## config.mk

```make
export PLATFORM = sky130hd
export DESIGN_NAME = ctrl_wb_initiator_flat
export DESIGN_NICKNAME = d
export VERILOG_FILES = /design/src/rtl/ctrl_wb_initiator_pkg.sv /design/src/rtl/ctrl_wb_initiator_if.sv /design/src/rtl/ctrl_wb_initiator.sv /design/src/flat_wrapper.sv
export SDC_FILE = /design/constraint.sdc
export NUM_CORES = 1
export LEC_CHECK = 0
export BUFFER_PORTS_ARGS = -buffer_cell sky130_fd_sc_hd__buf_2
export CORE_MARGIN = 1
export CORE_UTILIZATION = 49
export DETAILED_ROUTE_END_ITERATION = 8
export PLACE_DENSITY = 0.83
export SYNTH_ARGS = -nofsm -noshare
export SYNTH_HDL_FRONTEND = slang
export SYNTH_SLANG_ARGS = --single-unit
```

## constraint.sdc

```tcl
create_clock -name clk_i -period 2.25 [get_ports clk_i]
set_input_delay 0.1125 -clock clk_i [delete_from_list [all_inputs] [get_ports clk_i]]
set_output_delay 0.1125 -clock clk_i [all_outputs]
set_load 0.02 [all_outputs]
```

## src/rtl/ctrl_wb_initiator_pkg.sv

```systemverilog
// Shared types and default widths for the Wishbone B4 single-transfer initiator.
package ctrl_wb_initiator_pkg;

  localparam int unsigned ADDR_WIDTH    = 4;
  localparam int unsigned DATA_WIDTH    = 8;
  localparam int unsigned TIMEOUT_TICKS = 16;

  typedef enum logic [1:0] {
    ST_IDLE = 2'd0,
    ST_BUS  = 2'd1,
    ST_RESP = 2'd2
  } state_t;

endpackage

```

## src/rtl/ctrl_wb_initiator_if.sv

```systemverilog
// Request/response port plus Wishbone bus of the initiator; master = initiator side,
// slave = command source and responder side.
interface ctrl_wb_initiator_if
  import ctrl_wb_initiator_pkg::*;
#(
  parameter int unsigned AddrWidth = ADDR_WIDTH,
  parameter int unsigned DataWidth = DATA_WIDTH
);

  logic                 req_valid_i;
  logic                 req_ready_o;
  logic                 req_we_i;
  logic [AddrWidth-1:0] req_adr_i;
  logic [DataWidth-1:0] req_dat_i;
  logic                 rsp_valid_o;
  logic [DataWidth-1:0] rsp_dat_o;
  logic                 rsp_err_o;
  logic                 wb_cyc_o;
  logic                 wb_stb_o;
  logic                 wb_we_o;
  logic [AddrWidth-1:0] wb_adr_o;
  logic [DataWidth-1:0] wb_dat_o;
  logic [DataWidth-1:0] wb_dat_i;
  logic                 wb_ack_i;

  modport master (
    input  req_valid_i, req_we_i, req_adr_i, req_dat_i, wb_dat_i, wb_ack_i,
    output req_ready_o, rsp_valid_o, rsp_dat_o, rsp_err_o,
    output wb_cyc_o, wb_stb_o, wb_we_o, wb_adr_o, wb_dat_o
  );

  modport slave (
    output req_valid_i, req_we_i, req_adr_i, req_dat_i, wb_dat_i, wb_ack_i,
    input  req_ready_o, rsp_valid_o, rsp_dat_o, rsp_err_o,
    input  wb_cyc_o, wb_stb_o, wb_we_o, wb_adr_o, wb_dat_o
  );

endinterface

```

## src/rtl/ctrl_wb_initiator.sv

```systemverilog
// Wishbone B4 initiator: one classic single cycle per accepted command, one-cycle response pulse.
// Optional ack timeout abort is enabled by defining WB_TIMEOUT_EN.
module ctrl_wb_initiator
  import ctrl_wb_initiator_pkg::*;
#(
  parameter int unsigned AddrWidth    = ADDR_WIDTH,
  parameter int unsigned DataWidth    = DATA_WIDTH,
  parameter int unsigned TimeoutTicks = TIMEOUT_TICKS
) (
  input logic               clk_i,
  input logic               rst_i,
  ctrl_wb_initiator_if.master bus
);

  state_t               state;
  state_t               state_next;
  logic                 accept;
  logic                 timeout_hit;

  logic                 wb_cyc;
  logic                 wb_we;
  logic [AddrWidth-1:0] wb_adr;
  logic [DataWidth-1:0] wb_dat;
  logic                 rsp_valid;
  logic [DataWidth-1:0] rsp_dat;
  logic                 rsp_err;

  logic                 wb_cyc_next;
  logic                 wb_we_next;
  logic [AddrWidth-1:0] wb_adr_next;
  logic [DataWidth-1:0] wb_dat_next;
  logic                 rsp_valid_next;
  logic [DataWidth-1:0] rsp_dat_next;
  logic                 rsp_err_next;

  assign accept          = bus.req_valid_i && (state == ST_IDLE);
  assign bus.req_ready_o = (state == ST_IDLE);

`ifdef WB_TIMEOUT_EN
  localparam int unsigned TimeoutCntWidth = $clog2(TimeoutTicks);

  logic [TimeoutCntWidth-1:0] timeout_cnt;

  // Counts BUS cycles without ack; restarts with every accepted command.
  always_ff @(posedge clk_i) begin
    if (rst_i) begin
      timeout_cnt <= {TimeoutCntWidth{1'b0}};
    end else if (accept) begin
      timeout_cnt <= {TimeoutCntWidth{1'b0}};
    end else if ((state == ST_BUS) && !bus.wb_ack_i) begin
      timeout_cnt <= timeout_cnt + TimeoutCntWidth'(1);
    end else begin
      timeout_cnt <= timeout_cnt;
    end
  end

  // An ack on the final allowed cycle still completes normally.
  assign timeout_hit = (state == ST_BUS) && !bus.wb_ack_i &&
                       (timeout_cnt == TimeoutCntWidth'(TimeoutTicks - 1));
`else
  assign timeout_hit = 1'b0 && (TimeoutTicks < 2);
`endif

  // State register.
  always_ff @(posedge clk_i) begin
    if (rst_i) begin
      state <= ST_IDLE;
    end else begin
      state <= state_next;
    end
  end

  // Next-state logic.
  always_comb begin
    state_next = state;
    case (state)
      ST_IDLE: begin
        if (accept) begin
          state_next = ST_BUS;
        end else begin
          state_next = ST_IDLE;
        end
      end
      ST_BUS: begin
        if (bus.wb_ack_i || timeout_hit) begin
          state_next = ST_RESP;
        end else begin
          state_next = ST_BUS;
        end
      end
      ST_RESP: state_next = ST_IDLE;
      default: state_next = ST_IDLE;
    endcase
  end

  // Next values of the registered outputs; anything not touched holds.
  always_comb begin
    wb_cyc_next    = wb_cyc;
    wb_we_next     = wb_we;
    wb_adr_next    = wb_adr;
    wb_dat_next    = wb_dat;
    rsp_valid_next = 1'b0;
    rsp_dat_next   = rsp_dat;
    rsp_err_next   = rsp_err;
    case (state)
      ST_IDLE: begin
        if (accept) begin
          wb_cyc_next = 1'b1;
          wb_we_next  = bus.req_we_i;
          wb_adr_next = bus.req_adr_i;
          wb_dat_next = bus.req_dat_i;
        end else begin
          wb_cyc_next = 1'b0;
        end
      end
      ST_BUS: begin
        if (bus.wb_ack_i) begin
          wb_cyc_next    = 1'b0;
          rsp_valid_next = 1'b1;
          rsp_dat_next   = wb_we ? {DataWidth{1'b0}} : bus.wb_dat_i;
          rsp_err_next   = 1'b0;
        end else if (timeout_hit) begin
          wb_cyc_next    = 1'b0;
          rsp_valid_next = 1'b1;
          rsp_dat_next   = {DataWidth{1'b0}};
          rsp_err_next   = 1'b1;
        end else begin
          wb_cyc_next = 1'b1;
        end
      end
      ST_RESP: begin
        wb_cyc_next    = 1'b0;
        rsp_valid_next = 1'b0;
      end
      default: begin
        wb_cyc_next    = 1'b0;
        rsp_valid_next = 1'b0;
      end
    endcase
  end

  // Output registers.
  always_ff @(posedge clk_i) begin
    if (rst_i) begin
      wb_cyc    <= 1'b0;
      wb_we     <= 1'b0;
      wb_adr    <= {AddrWidth{1'b0}};
      wb_dat    <= {DataWidth{1'b0}};
      rsp_valid <= 1'b0;
      rsp_dat   <= {DataWidth{1'b0}};
      rsp_err   <= 1'b0;
    end else begin
      wb_cyc    <= wb_cyc_next;
      wb_we     <= wb_we_next;
      wb_adr    <= wb_adr_next;
      wb_dat    <= wb_dat_next;
      rsp_valid <= rsp_valid_next;
      rsp_dat   <= rsp_dat_next;
      rsp_err   <= rsp_err_next;
    end
  end

  // Single transfers only, so strobe simply mirrors cycle.
  assign bus.wb_cyc_o    = wb_cyc;
  assign bus.wb_stb_o    = wb_cyc;
  assign bus.wb_we_o     = wb_we;
  assign bus.wb_adr_o    = wb_adr;
  assign bus.wb_dat_o    = wb_dat;
  assign bus.rsp_valid_o = rsp_valid;
  assign bus.rsp_dat_o   = rsp_dat;
  assign bus.rsp_err_o   = rsp_err;

endmodule

```

## src/flat_wrapper.sv

```systemverilog
// flat-port wrapper written by rule: the top's interface ports become plain ports
module ctrl_wb_initiator_flat import ctrl_wb_initiator_pkg::*;
#(
  parameter int unsigned AddrWidth    = ADDR_WIDTH,
  parameter int unsigned DataWidth    = DATA_WIDTH,
  parameter int unsigned TimeoutTicks = TIMEOUT_TICKS
)
  (clk_i, rst_i, bus_req_valid_i, bus_req_we_i, bus_req_adr_i, bus_req_dat_i, bus_wb_dat_i, bus_wb_ack_i, bus_req_ready_o, bus_rsp_valid_o, bus_rsp_dat_o, bus_rsp_err_o, bus_wb_cyc_o, bus_wb_stb_o, bus_wb_we_o, bus_wb_adr_o, bus_wb_dat_o);
  ctrl_wb_initiator_if #(.AddrWidth(AddrWidth), .DataWidth(DataWidth)) bus_i ();
  input logic clk_i;
  input logic rst_i;
  input wire logic [$bits(bus_i.req_valid_i)-1:0] bus_req_valid_i;
  input wire logic [$bits(bus_i.req_we_i)-1:0] bus_req_we_i;
  input wire logic [$bits(bus_i.req_adr_i)-1:0] bus_req_adr_i;
  input wire logic [$bits(bus_i.req_dat_i)-1:0] bus_req_dat_i;
  input wire logic [$bits(bus_i.wb_dat_i)-1:0] bus_wb_dat_i;
  input wire logic [$bits(bus_i.wb_ack_i)-1:0] bus_wb_ack_i;
  output wire logic [$bits(bus_i.req_ready_o)-1:0] bus_req_ready_o;
  output wire logic [$bits(bus_i.rsp_valid_o)-1:0] bus_rsp_valid_o;
  output wire logic [$bits(bus_i.rsp_dat_o)-1:0] bus_rsp_dat_o;
  output wire logic [$bits(bus_i.rsp_err_o)-1:0] bus_rsp_err_o;
  output wire logic [$bits(bus_i.wb_cyc_o)-1:0] bus_wb_cyc_o;
  output wire logic [$bits(bus_i.wb_stb_o)-1:0] bus_wb_stb_o;
  output wire logic [$bits(bus_i.wb_we_o)-1:0] bus_wb_we_o;
  output wire logic [$bits(bus_i.wb_adr_o)-1:0] bus_wb_adr_o;
  output wire logic [$bits(bus_i.wb_dat_o)-1:0] bus_wb_dat_o;
  assign bus_i.req_valid_i = bus_req_valid_i;
  assign bus_i.req_we_i = bus_req_we_i;
  assign bus_i.req_adr_i = bus_req_adr_i;
  assign bus_i.req_dat_i = bus_req_dat_i;
  assign bus_i.wb_dat_i = bus_wb_dat_i;
  assign bus_i.wb_ack_i = bus_wb_ack_i;
  assign bus_req_ready_o = bus_i.req_ready_o;
  assign bus_rsp_valid_o = bus_i.rsp_valid_o;
  assign bus_rsp_dat_o = bus_i.rsp_dat_o;
  assign bus_rsp_err_o = bus_i.rsp_err_o;
  assign bus_wb_cyc_o = bus_i.wb_cyc_o;
  assign bus_wb_stb_o = bus_i.wb_stb_o;
  assign bus_wb_we_o = bus_i.wb_we_o;
  assign bus_wb_adr_o = bus_i.wb_adr_o;
  assign bus_wb_dat_o = bus_i.wb_dat_o;
  ctrl_wb_initiator #(.AddrWidth(AddrWidth), .DataWidth(DataWidth), .TimeoutTicks(TimeoutTicks)) u_core (.clk_i(clk_i), .rst_i(rst_i), .bus(bus_i));
endmodule
```

# Word level (Yosys, flattened, before mapping)
# Index checks and enable logic that the tools add are counted.
[totals]
regBits = 25
in_bits = 25
out_inout_bits = 26
wordCells = 22
[op_classes]
n_eq_ne = 1
mux = 8
bitwise = 1
reduce_logical = 5
[op_table]
columns = ["op", "count"]
rows = [
  ["2-to-1 mux 8 bit", 1],
  ["2-to-1 mux 1 bit", 4],
  ["case mux 2 bit (2 select lines)", 1],
  ["AND reduction 2 bit", 2],
  ["== test 2 x 1 -> 1 bit (second input constant)", 1],
  ["zero test 2 bit", 1],
  ["2-to-1 mux 2 bit", 1],
  ["case mux 1 bit (2 select lines)", 1],
  ["OR reduction 2 bit", 1],
  ["logical AND 1 bit", 1],
  ["inverter 1 bit", 1],
]

# Longest topological paths before layout
# Gate-level depths: netlist of the first run.
[depth]
depth_word = 4
mapped_depth = 3

# Least setup slack after synthesis of the first run
# Ideal clock, no wire load.
[synth_path]
path_kind = "reg2reg"
start = "register u_core.state[0]"
end = "register u_core.wb_adr[0] (netlist: u_core.bus.wb_adr_o[0])"
path_stages_with_launch = 4
t_required_ns = 2.178
path_buffers = 1
t_arrival_ns = 1.098
setup_time_ns = 0.072
slack_ns = 1.081
cell_sequence = "dfxtp_1 nor3b_4 buf_8 mux2i_1"
[synth_between]
elab_chain_cells = 3
[synth_lines]
columns = ["item", "line", "source"]
rows = [
  ["from (decl)", "ctrl_wb_initiator.sv:15", "state_t state;"],
  ["from (signal assigned)", "ctrl_wb_initiator.sv:69", "state <= state_next;"],
  ["zero test 2 bit *", "ctrl_wb_initiator.sv:36, ctrl_wb_initiator.sv:105", ""],
  ["logical AND 1 bit", "ctrl_wb_initiator.sv:36", "assign accept = bus.req_valid_i && (state == ST_IDLE);"],
  ["AND reduction 2 bit (no source line) *", "--", ""],
  ["to (signal assigned)", "ctrl_wb_initiator.sv:147", "wb_adr <= {AddrWidth{1'b0}};"],
  ["to (signal assigned)", "ctrl_wb_initiator.sv:155", "wb_adr <= wb_adr_next;"],
  ["to (decl)", "ctrl_wb_initiator.sv:22", "logic [AddrWidth-1:0] wb_adr;"],
]
# Every way passes the cells marked *; elsewhere a longest branch is shown, timed or not.
# A chain may end at the register's enable or synchronous reset.

# Worst setup path in the final report of the first run
[layout_path]
start = "register u_core.state[0]"
end = "register u_core.wb_dat[4] (netlist: u_core.bus.wb_dat_o[4])"
[layout_between]
elab_chain_cells = 3
[layout_lines]
columns = ["item", "line", "source"]
rows = [
  ["zero test 2 bit *", "ctrl_wb_initiator.sv:36, ctrl_wb_initiator.sv:105", ""],
  ["logical AND 1 bit", "ctrl_wb_initiator.sv:36", ""],
  ["AND reduction 2 bit (no source line) *", "--", ""],
  ["to (signal assigned)", "ctrl_wb_initiator.sv:148", "wb_dat <= {DataWidth{1'b0}};"],
  ["to (signal assigned)", "ctrl_wb_initiator.sv:156", "wb_dat <= wb_dat_next;"],
  ["to (decl)", "ctrl_wb_initiator.sv:23", "logic [DataWidth-1:0] wb_dat;"],
]
# Marks and branches as above.

==> results of run 1 <==
==> worst reg2reg max path, delay by kind of cell (launching register included) <==
family / cells / cell delay, ps
mux: 1 / 280
simple gates: 1 / 730
flops: 1 / 400
==> placed cells by master (no fill, tap or decap), drive strengths merged <==
cell and instances:
mux2i 21, nand2b 34, clkbuf 3, dlygate4sd3 1
or3b 8, a2111oi 1, conb 1, bufinv 1
nor2b 2, and3b 1, nor3b 1, dfxtp 24
buf 49, nor2 2
==> power by group <==
| part | switching (mW) | internal [mW] |
|---|---|---|
| Combinational | 0.0888 | 0.0790 |
| Clock | 0.123 | 0.180 |
| Sequential | 0.0183 | 0.451 |
| Total | 0.230 | 0.710 |
==> stage by stage <==
step,hold slack [ps],setup WS (ps)
floorplan,207.4,1081
global placement,318.0,882.0
detailed placement,332.2,782.4
CTS,36.48,754.9
global route,39.31,661.8
finish,46.20,789.2
==> final timing paths <==
check,from,endpoint,slack (ps),cells after the start
max reg2reg,u_core.state[0],u_core.bus.wb_dat_o[4],790,2
max,u_core.state[0],u_core.bus.wb_dat_o[4],790,2
min,bus_req_dat_i[0],u_core.bus.wb_dat_o[0],50,3
min reg2reg,u_core.bus.rsp_dat_o[3],u_core.bus.rsp_dat_o[3],480,2
==> cell type report <==
class	count	area share, %
multi-input combinational	71	40.49
sequential	24	34.78
timing repair buffer	50	18.48
tap	27	2.446
clock inverter	1	2.174
clock buffer	3	1.630
==> sequential cells by signal, summed over array words and instances, names as in the netlist <==
signal,count
u_core.bus.rsp_dat_o,8
u_core.bus.rsp_valid_o,1
u_core.bus.wb_adr_o,4
u_core.bus.wb_dat_o,8
u_core.bus.wb_we_o,1
u_core.state,2
==> cell families (layout without fill, tap and decap cells) <==
kind of cell    after synthesis  after routing  synth area share [%]
buf+inv                       8             54                 5.781
flops                        24             24                 43.54
mux                          21             21                 19.05
other cells                   1              1                0.3398
simple gates                 48             48                 29.93
compound gates                1              1                 1.360
==> synth_stat cells <==
library cell	count	area share [%]
nor2_1	2	0.68
buf_8	1	1.4
buf_4	2	1.4
nand2b_1	34	19
or3b_1	3	2.4
and3b_1	1	0.79
a2111oi_2	1	1.4
mux2i_1	21	19
buf_6	2	2.0
nor2b_1	2	1.1
nor3b_4	1	1.7
conb_1	1	0.34
or3b_2	5	4.0
dfxtp_1	24	44
clkbuf_1	3	1.0
==> routing by layer <==
layer | part of all wire [%] | global-route usage [%]
met5 | 0 | 0
met4 | 0.74 | 5.714
met3 | 6.0 | 3.086
met2 | 45 | 31.28
met1 | 48 | 21.22
==> repair_timing <==
item,CTS,global route
endpoints found under the hold margin,1,0
hold buffers,1,0
resized for setup,0,0
==> results_dict.tcl, run 1 <==
set metrics [dict create \
    relSlewSlack_pct 43.38 \
    crit_fanout 13 \
    clk_latency_ps 310 \
    yosysWarnings 0 \
    synthDistinctLibCells 15 \
    leakagePower_nw 0.6447 \
    start_util_pct 54.04 \
    nNetsFinal 175 \
    io_buffers 49 \
    crit_buf_inv 0 \
    routedWlPerCell_um 11.57 \
    critical-path-max-stage-delay_ps 730 \
    die_x_um 49.46 \
    grt_overflow 0 \
    drt_pass1_iterations 4 \
    crit_path_start_kind "flip-flop" \
    multiInputGateArea_um2 559.3 \
    timing.max_cap.violations 0 \
    finalMaxSlewViolations 0 \
    remaining_drc_errors 0 \
    syn_avg_cell_area_um2 10.71 \
    fillCellCount 169 \
    ys_ff_latch 24 \
    numCtsBuffers 3 \
    crit_type "flip-flop to flip-flop" \
    fp.coreArea_um2 2042 \
    vias 830 \
    worst_pin_slew_ps 848.4 \
    antennaDiodeCount 0 \
    critPathCaptureType "flip-flop" \
    grt_antenna_before_repair 0 \
    slowest_stage "nor3b_4" \
    hp-class "input port to flip-flop" \
    via_per_inst 4.716 \
    rsz0062_at_grt "no" \
    grt_pass1_wl_um 3394 \
    setup_violations 0 \
    routed_wl_um 2036 \
    cts_tree "yes" \
    synthesis.area_um2 1104 \
    crit_arrival_ps 1700 \
    power.total_uw 939.5 \
    drive_gt1_share_pct 40.27 \
    layout_min_cycle_time_ps 1461 \
    ir_drop_uv 411.4 \
    fin_crit_sh_pct 64.92 \
    ant_nets 0 \
    skew_ps 11.77 \
    regArea_um2 480.5 \
    ys_seq_area_share_pct 43.54 \
    tns_ps 0 \
    syn_to_final_growth_pct 25.17 \
    rows 16 \
    cts-root-buf "clkbuf_4" \
    worstPathRequired_ps 2490 \
    place_inst 171 \
    crit_family "simple AND/OR/NAND/NOR gates" \
    synth_cells 103 \
    io_pins 51 \
    grt_max_degree 46 \
    syn_nets 128 \
    drt_iter0_drc 5 \
    clockBufferDepth 2 \
    final_util_pct 67.65 \
    hpwlAfterDp_um 1395 \
    post-cts-setup-buffers 0 \
    fin_area_um2 1381 \
    clkSlewWorstSetupHoldPaths_ps 130 \
    cellPowerDensity_nw_per_um2 680.1 \
    stdcell_count 176 \
    first_global_vias 791 \
    outcome "finished, final reports clean" \
    die-area_um2 2446 \
    die_y_um 49.46 \
    finalHoldViolCount 0 \
    max_freq_mhz 684.6 \
    track_usage_pct 17.57 \
    cts_sinks 24 \
    ctsHtreeMaxLevel 1 \
    dpl_cell_area_um2 1319 \
    cp_cell_sequence "nor3b_4 > mux2i_1" \
    routabilityCongestion 0.6405 \
]
Note: power is estimated with default switching activity, not from simulation.
==> run 2, diff against run 1 <==
- CORE_UTILIZATION: 49 -> 45
- PLACE_DENSITY: 0.83 -> 0.77
- clock period: 2.25 -> 1.4 ns (I/O delays scaled with it)
==> run 2 against run 1 <==
  * Routed wire length up 7.7%
  * Core utilization down 3.3 points
  * Highest routed layer unchanged
  * Via count up 4.1%
==> results_dict.tcl, run 2 (synthesis results as in run 1) <==
set metrics [dict create \
    wl_met3_um 123 \
    finalMaxSlewViolations 0 \
    ir_drop_uv 585.3 \
    routed_wl_um 2192 \
    ctsHtreeMaxLevel 1 \
    clockBufferDepth 2 \
    ant_nets 0 \
    hpwlAfterDp_um 1474 \
    clkSlewWorstSetupHoldPaths_ps 140 \
    grt_max_degree 46 \
    grt_pass1_wl_um 3608 \
    holdPathStages 3 \
    drt-met1-wl_um 1030 \
    routedWlPerCell_um 11.78 \
    via_per_inst 4.645 \
    die_y_um 51.52 \
    antennaDiodeCount 0 \
    crit_type "flip-flop to flip-flop" \
    crit_family "flip-flops" \
    hold_buffers 8 \
    cts.repair.resized 0 \
    track_usage_pct 18.37 \
    routabilityCongestion 0.6222 \
    outcome "finished, final reports clean" \
    first_global_vias 846 \
    critical-path-max-stage-delay_ps 500 \
    start_util_pct 48.95 \
    nNetsFinal 184 \
    cts_sinks 24 \
    crit_path_start_kind "flip-flop" \
    crit_buf_inv 1 \
    regArea_um2 480.5 \
    routed.top_layer "met4" \
    clk_latency_ps 320 \
    grt_antenna_before_repair 0 \
    crit_arrival_ps 1420 \
    crit_fanout 10 \
    multiInputGateArea_um2 559.3 \
    rr_startpoint "u_core.state[0]" \
    slowest_stage "dfxtp_1" \
    worst_pin_slew_ps 533.8 \
    leakagePower_nw 0.6773 \
    worst-r2r-cell-count 3 \
    fillCellCount 210 \
    remaining_drc_errors 0 \
    hp-class "input port to flip-flop" \
    layout_commonest_cell "buf_2" \
    min_from "bus_req_dat_i[5]" \
    post-cts-setup-buffers 0 \
    fp.coreArea_um2 2255 \
    finalHoldViolCount 0 \
    die_x_um 51.52 \
    final_cell_mix "buf_2 (49), nand2b_1 (34), dfxtp_1 (24)" \
    cts-root-buf "clkbuf_4" \
    syn_to_final_growth_pct 31.52 \
    fin_crit_sh_pct 83.52 \
    setup_violations 0 \
    min_to "u_core.bus.wb_dat_o[5]" \
    holdWs_ps 7.997 \
    cts_tree "yes" \
    die-area_um2 2654 \
    relSlewSlack_pct 64.41 \
    worstPathRequired_ps 1650 \
    io_pins 51 \
    wl_met2_um 1001 \
    io_buffers 49 \
    r2r_setup_slack_ps 230 \
    numCtsBuffers 3 \
    timing.max_cap.violations 0 \
    tns_ps 0 \
    reg2reg_to "u_core.bus.rsp_dat_o[1]" \
    drive_gt1_share_pct 39.24 \
    path_depth 3 \
    layout_min_cycle_time_ps 1169 \
    rsz0062_at_grt "no" \
    drt_pass1_iterations 3 \
    drt_iter0_drc 7 \
    skew_ps 11.90 \
    max_freq_mhz 855.2 \
    grt_overflow 0 \
    critPathCaptureType "flip-flop" \
    rows 17 \
    vias 864 \
    cp_cell_sequence "and3b_1 > buf_4 > mux2i_1" \
    cellPowerDensity_nw_per_um2 971.6 \
]
-- run 2: report_power, final --
group	switching, mW	total [mW]	internal [mW]
registers	0.0295	0.754	0.724
clock network	0.206	0.365	0.159
logic	0.148	0.291	0.144
total	0.384	1.41	1.03
-- run 2: layout make-up --
cell class	instances	area share, %
repair buffers	59	23.45
clock buffers	4	2.500
flip-flops and latches	24	33.10
well taps	28	2.414
multi-input cells	71	38.53
-- run 2: worst min-delay path, stage by stage --
cell,delay (ps)
buf_2,100
nand2b_1,60
mux2i_1,60
-- run 2: per-stage QoR --
step	setup slack (ps)	util, %	power, mW	instance area [µm²]	cells
floorplan	230.9	-	0.9598	1104	103
global placement	317.0	59.21	1.034	1335	174
detailed placement	254.5	59.21	1.045	1335	174
CTS	226.6	64.37	1.423	1451	186
global route	150.7	64.37	1.471	1451	186
finish	230.7	64.37	1.410	1451	186
-- run 2: routing by layer --
layer	global-route usage (%)	vias up
met5	0	-
met4	9.459	0
met3	2.632	4
met2	31.60	31
met1	22.04	385
li1	-	444
-- run 2: worst max path at each step --
stage / from / endpoint / slack, ps
finish: u_core.state[0] / u_core.bus.rsp_dat_o[1] / 230
global route: u_core.state[0] / u_core.bus.rsp_dat_o[1] / 150
CTS: u_core.state[0] / u_core.bus.rsp_dat_o[1] / 230
detailed placement: u_core.state[0] / u_core.bus.wb_dat_o[2] / 250
global placement: u_core.state[0] / u_core.bus.rsp_dat_o[2] / 320
floorplan: u_core.state[0] / u_core.bus.wb_adr_o[0] / 230
==> run 3, diff against run 2 <==
- CORE_UTILIZATION: 45 -> 41
- PLACE_DENSITY: 0.77 -> 0.74
- clock period: 1.4 -> 0.94 ns (I/O delays scaled with it)
==> run 3 against run 2 <==
  * The run now ends with negative setup slack left
  * Power increased by 63%
  * Sequential power increased by 49%
  * Core utilization increased by 2.0 points
  * Routed wire length increased by 6.2%
  * Critical path depth unchanged
  * Largest cell class unchanged
==> results_dict.tcl, run 3 (synthesis results as in run 1) <==
set metrics [dict create \
    outcome "finished, violations left" \
    violations "negative setup slack" \
    crit_arrival_ps 1310 \
    remaining_drc_errors 0 \
    slowest_stage "dfxtp_4" \
    cts_tree "yes" \
    crit_buf_inv 1 \
    nNetsFinal 194 \
    die_y_um 53.88 \
    via_per_inst 4.657 \
    numCtsBuffers 3 \
    track_usage_pct 16.10 \
    vias 922 \
    regArea_um2 498.0 \
    grt_pass1_wl_um 3298 \
    finalHoldViolCount 0 \
    final.setup.worst_slack_ps -125.4 \
    cp_cell_sequence "buf_6 > or3b_1 > mux2i_1" \
    ctsHtreeMaxLevel 1 \
    cellPowerDensity_nw_per_um2 1382 \
    worstPathRequired_ps 1180 \
    syn_to_final_growth_pct 50.34 \
    hp-class "input port to flip-flop" \
    gr-usage-met2_pct 29.63 \
    place_inst 179 \
    antennaDiodeCount 0 \
    ant_nets 0 \
    crit_family "flip-flops" \
    rr_startpoint "u_core.bus.wb_we_o" \
    critical-path-max-stage-delay_ps 390 \
    critPathCaptureType "flip-flop" \
    die-area_um2 2903 \
    met3_usage_pct 2.825 \
    start_util_pct 44.14 \
    grt_max_degree 21 \
    finalMaxSlewViolations 0 \
    grt_overflow 0 \
    io_pins 51 \
    routabilityCongestion 0.6355 \
    grt_antenna_before_repair 0 \
    met1_usage_pct 17.93 \
    ir_drop_uv 834.4 \
    power.total_mw 2.293 \
    rows 18 \
    io_buffers 49 \
    die_x_um 53.88 \
    max_freq_mhz 938.6 \
    timing.max_cap.violations 0 \
    min_from "bus_req_valid_i" \
    crit_path_start "u_core.bus.wb_we_o" \
    cts_sinks 24 \
    rsz0062_at_grt "yes" \
    setup_violations 28 \
    drive_gt1_share_pct 45.24 \
    clkSlewWorstSetupHoldPaths_ps 140 \
    multiInputGateArea_um2 580.6 \
    stdcell_count 198 \
    drt_iter0_drc 9 \
    routedWlPerCell_um 11.76 \
    leakagePower_nw 0.7546 \
    drt_pass1_iterations 4 \
    cts-root-buf "clkbuf_4" \
    crit_fanout 6 \
    clockBufferDepth 2 \
    skew_ps 9.691 \
    routed_wl_um 2328 \
    crit_path_start_kind "flip-flop" \
    layout_min_cycle_time_ps 1065 \
    final_cell_mix "buf_2 (42), nand2b_1 (34), mux2i_1 (21)" \
    top_usage_layer "met2" \
    fin_crit_sh_pct 113.3 \
    fillCellCount 215 \
    hpwlAfterDp_um 1560 \
    fp.coreArea_um2 2500 \
    crit_type "flip-flop to flip-flop" \
    clk_latency_ps 310 \
    layout_commonest_cell "buf_2" \
    first_global_vias 773 \
]
==> run 3: cell count changes in the layout (fill, tap and decap cells not counted), moves of 2 or more <==
cell,before,now
or3b_2,5,0
buf_2,49,42
dfxtp_4,0,3
or3b_4,0,5
buf_4,2,5
buf_12,0,2
dfxtp_1,24,16
buf_6,0,6
dlygate4sd3_1,8,14
dfxtp_2,0,5
==> run 3: timing repair <==
item                                   CTS  global route
hold buffers                            13             1
setup endpoints to repair               28            37
setup buffers                            1             0
pin swaps                                3             0
gates resized for setup                 16            15
endpoints found under the hold margin   13             1
==> run 3: final cells by class <==
type | count | share of cell area [%]
Sequential cell | 24 | 30.02
Multi-Input combinational cell | 71 | 34.99
Timing Repair Buffer | 69 | 29.86
Clock buffer | 4 | 2.866
Tap cell | 30 | 2.262
==> run 3: routing by layer <==
layer  wire (µm)  vias to the layer above
li1            -                      469
met1         952                      421
met2        1233                       30
met3         126                        2
met4          15                        0
met5           0                        -
==> run 3: per-stage QoR <==
| step | TNS [ps] | utilization [%] | hold WS [ps] | cell area, µm² | worst slack, ps |
|---|---|---|---|---|---|
| 2_1_floorplan | -2364 | - | 129.6 | 1109 | -163.9 |
| 3_3_place_gp | -1202 | 55.61 | 242.4 | 1390 | -77.57 |
| 3_5_place_dp | -2075 | 55.61 | 256.4 | 1390 | -168.0 |
| 5_1_grt | -3566 | 66.37 | 52.75 | 1659 | -168.9 |
| 6_report | -2548 | 66.37 | 59.69 | 1659 | -125.4 |
| 4_1_cts | -2844 | 64.46 | 3.515 | 1612 | -143.7 |
==> run 3: worst register-to-register path, delay by kind of cell (launching register included) <==
family	cells	cell delay, ps
muxes	1	150
and+or+nand+nor	1	340
buffers and inverters	1	130
DFF	1	390
==> run 3: final timing paths <==
path | cells after the start | end | slack [ps]
setup / recovery | 3 | u_core.bus.rsp_dat_o[5] | -130
hold / removal | 3 | u_core.state[0] | 60
setup reg to reg | 3 | u_core.bus.rsp_dat_o[5] | -130
hold reg to reg | 2 | u_core.bus.wb_dat_o[6] | 480
==> run 3: power breakdown <==
group	total, mW	internal (mW)	switching (mW)
sequential	1.12	1.08	0.0430
clock	0.633	0.324	0.308
combinational	0.538	0.297	0.241
total	2.29	1.70	0.592
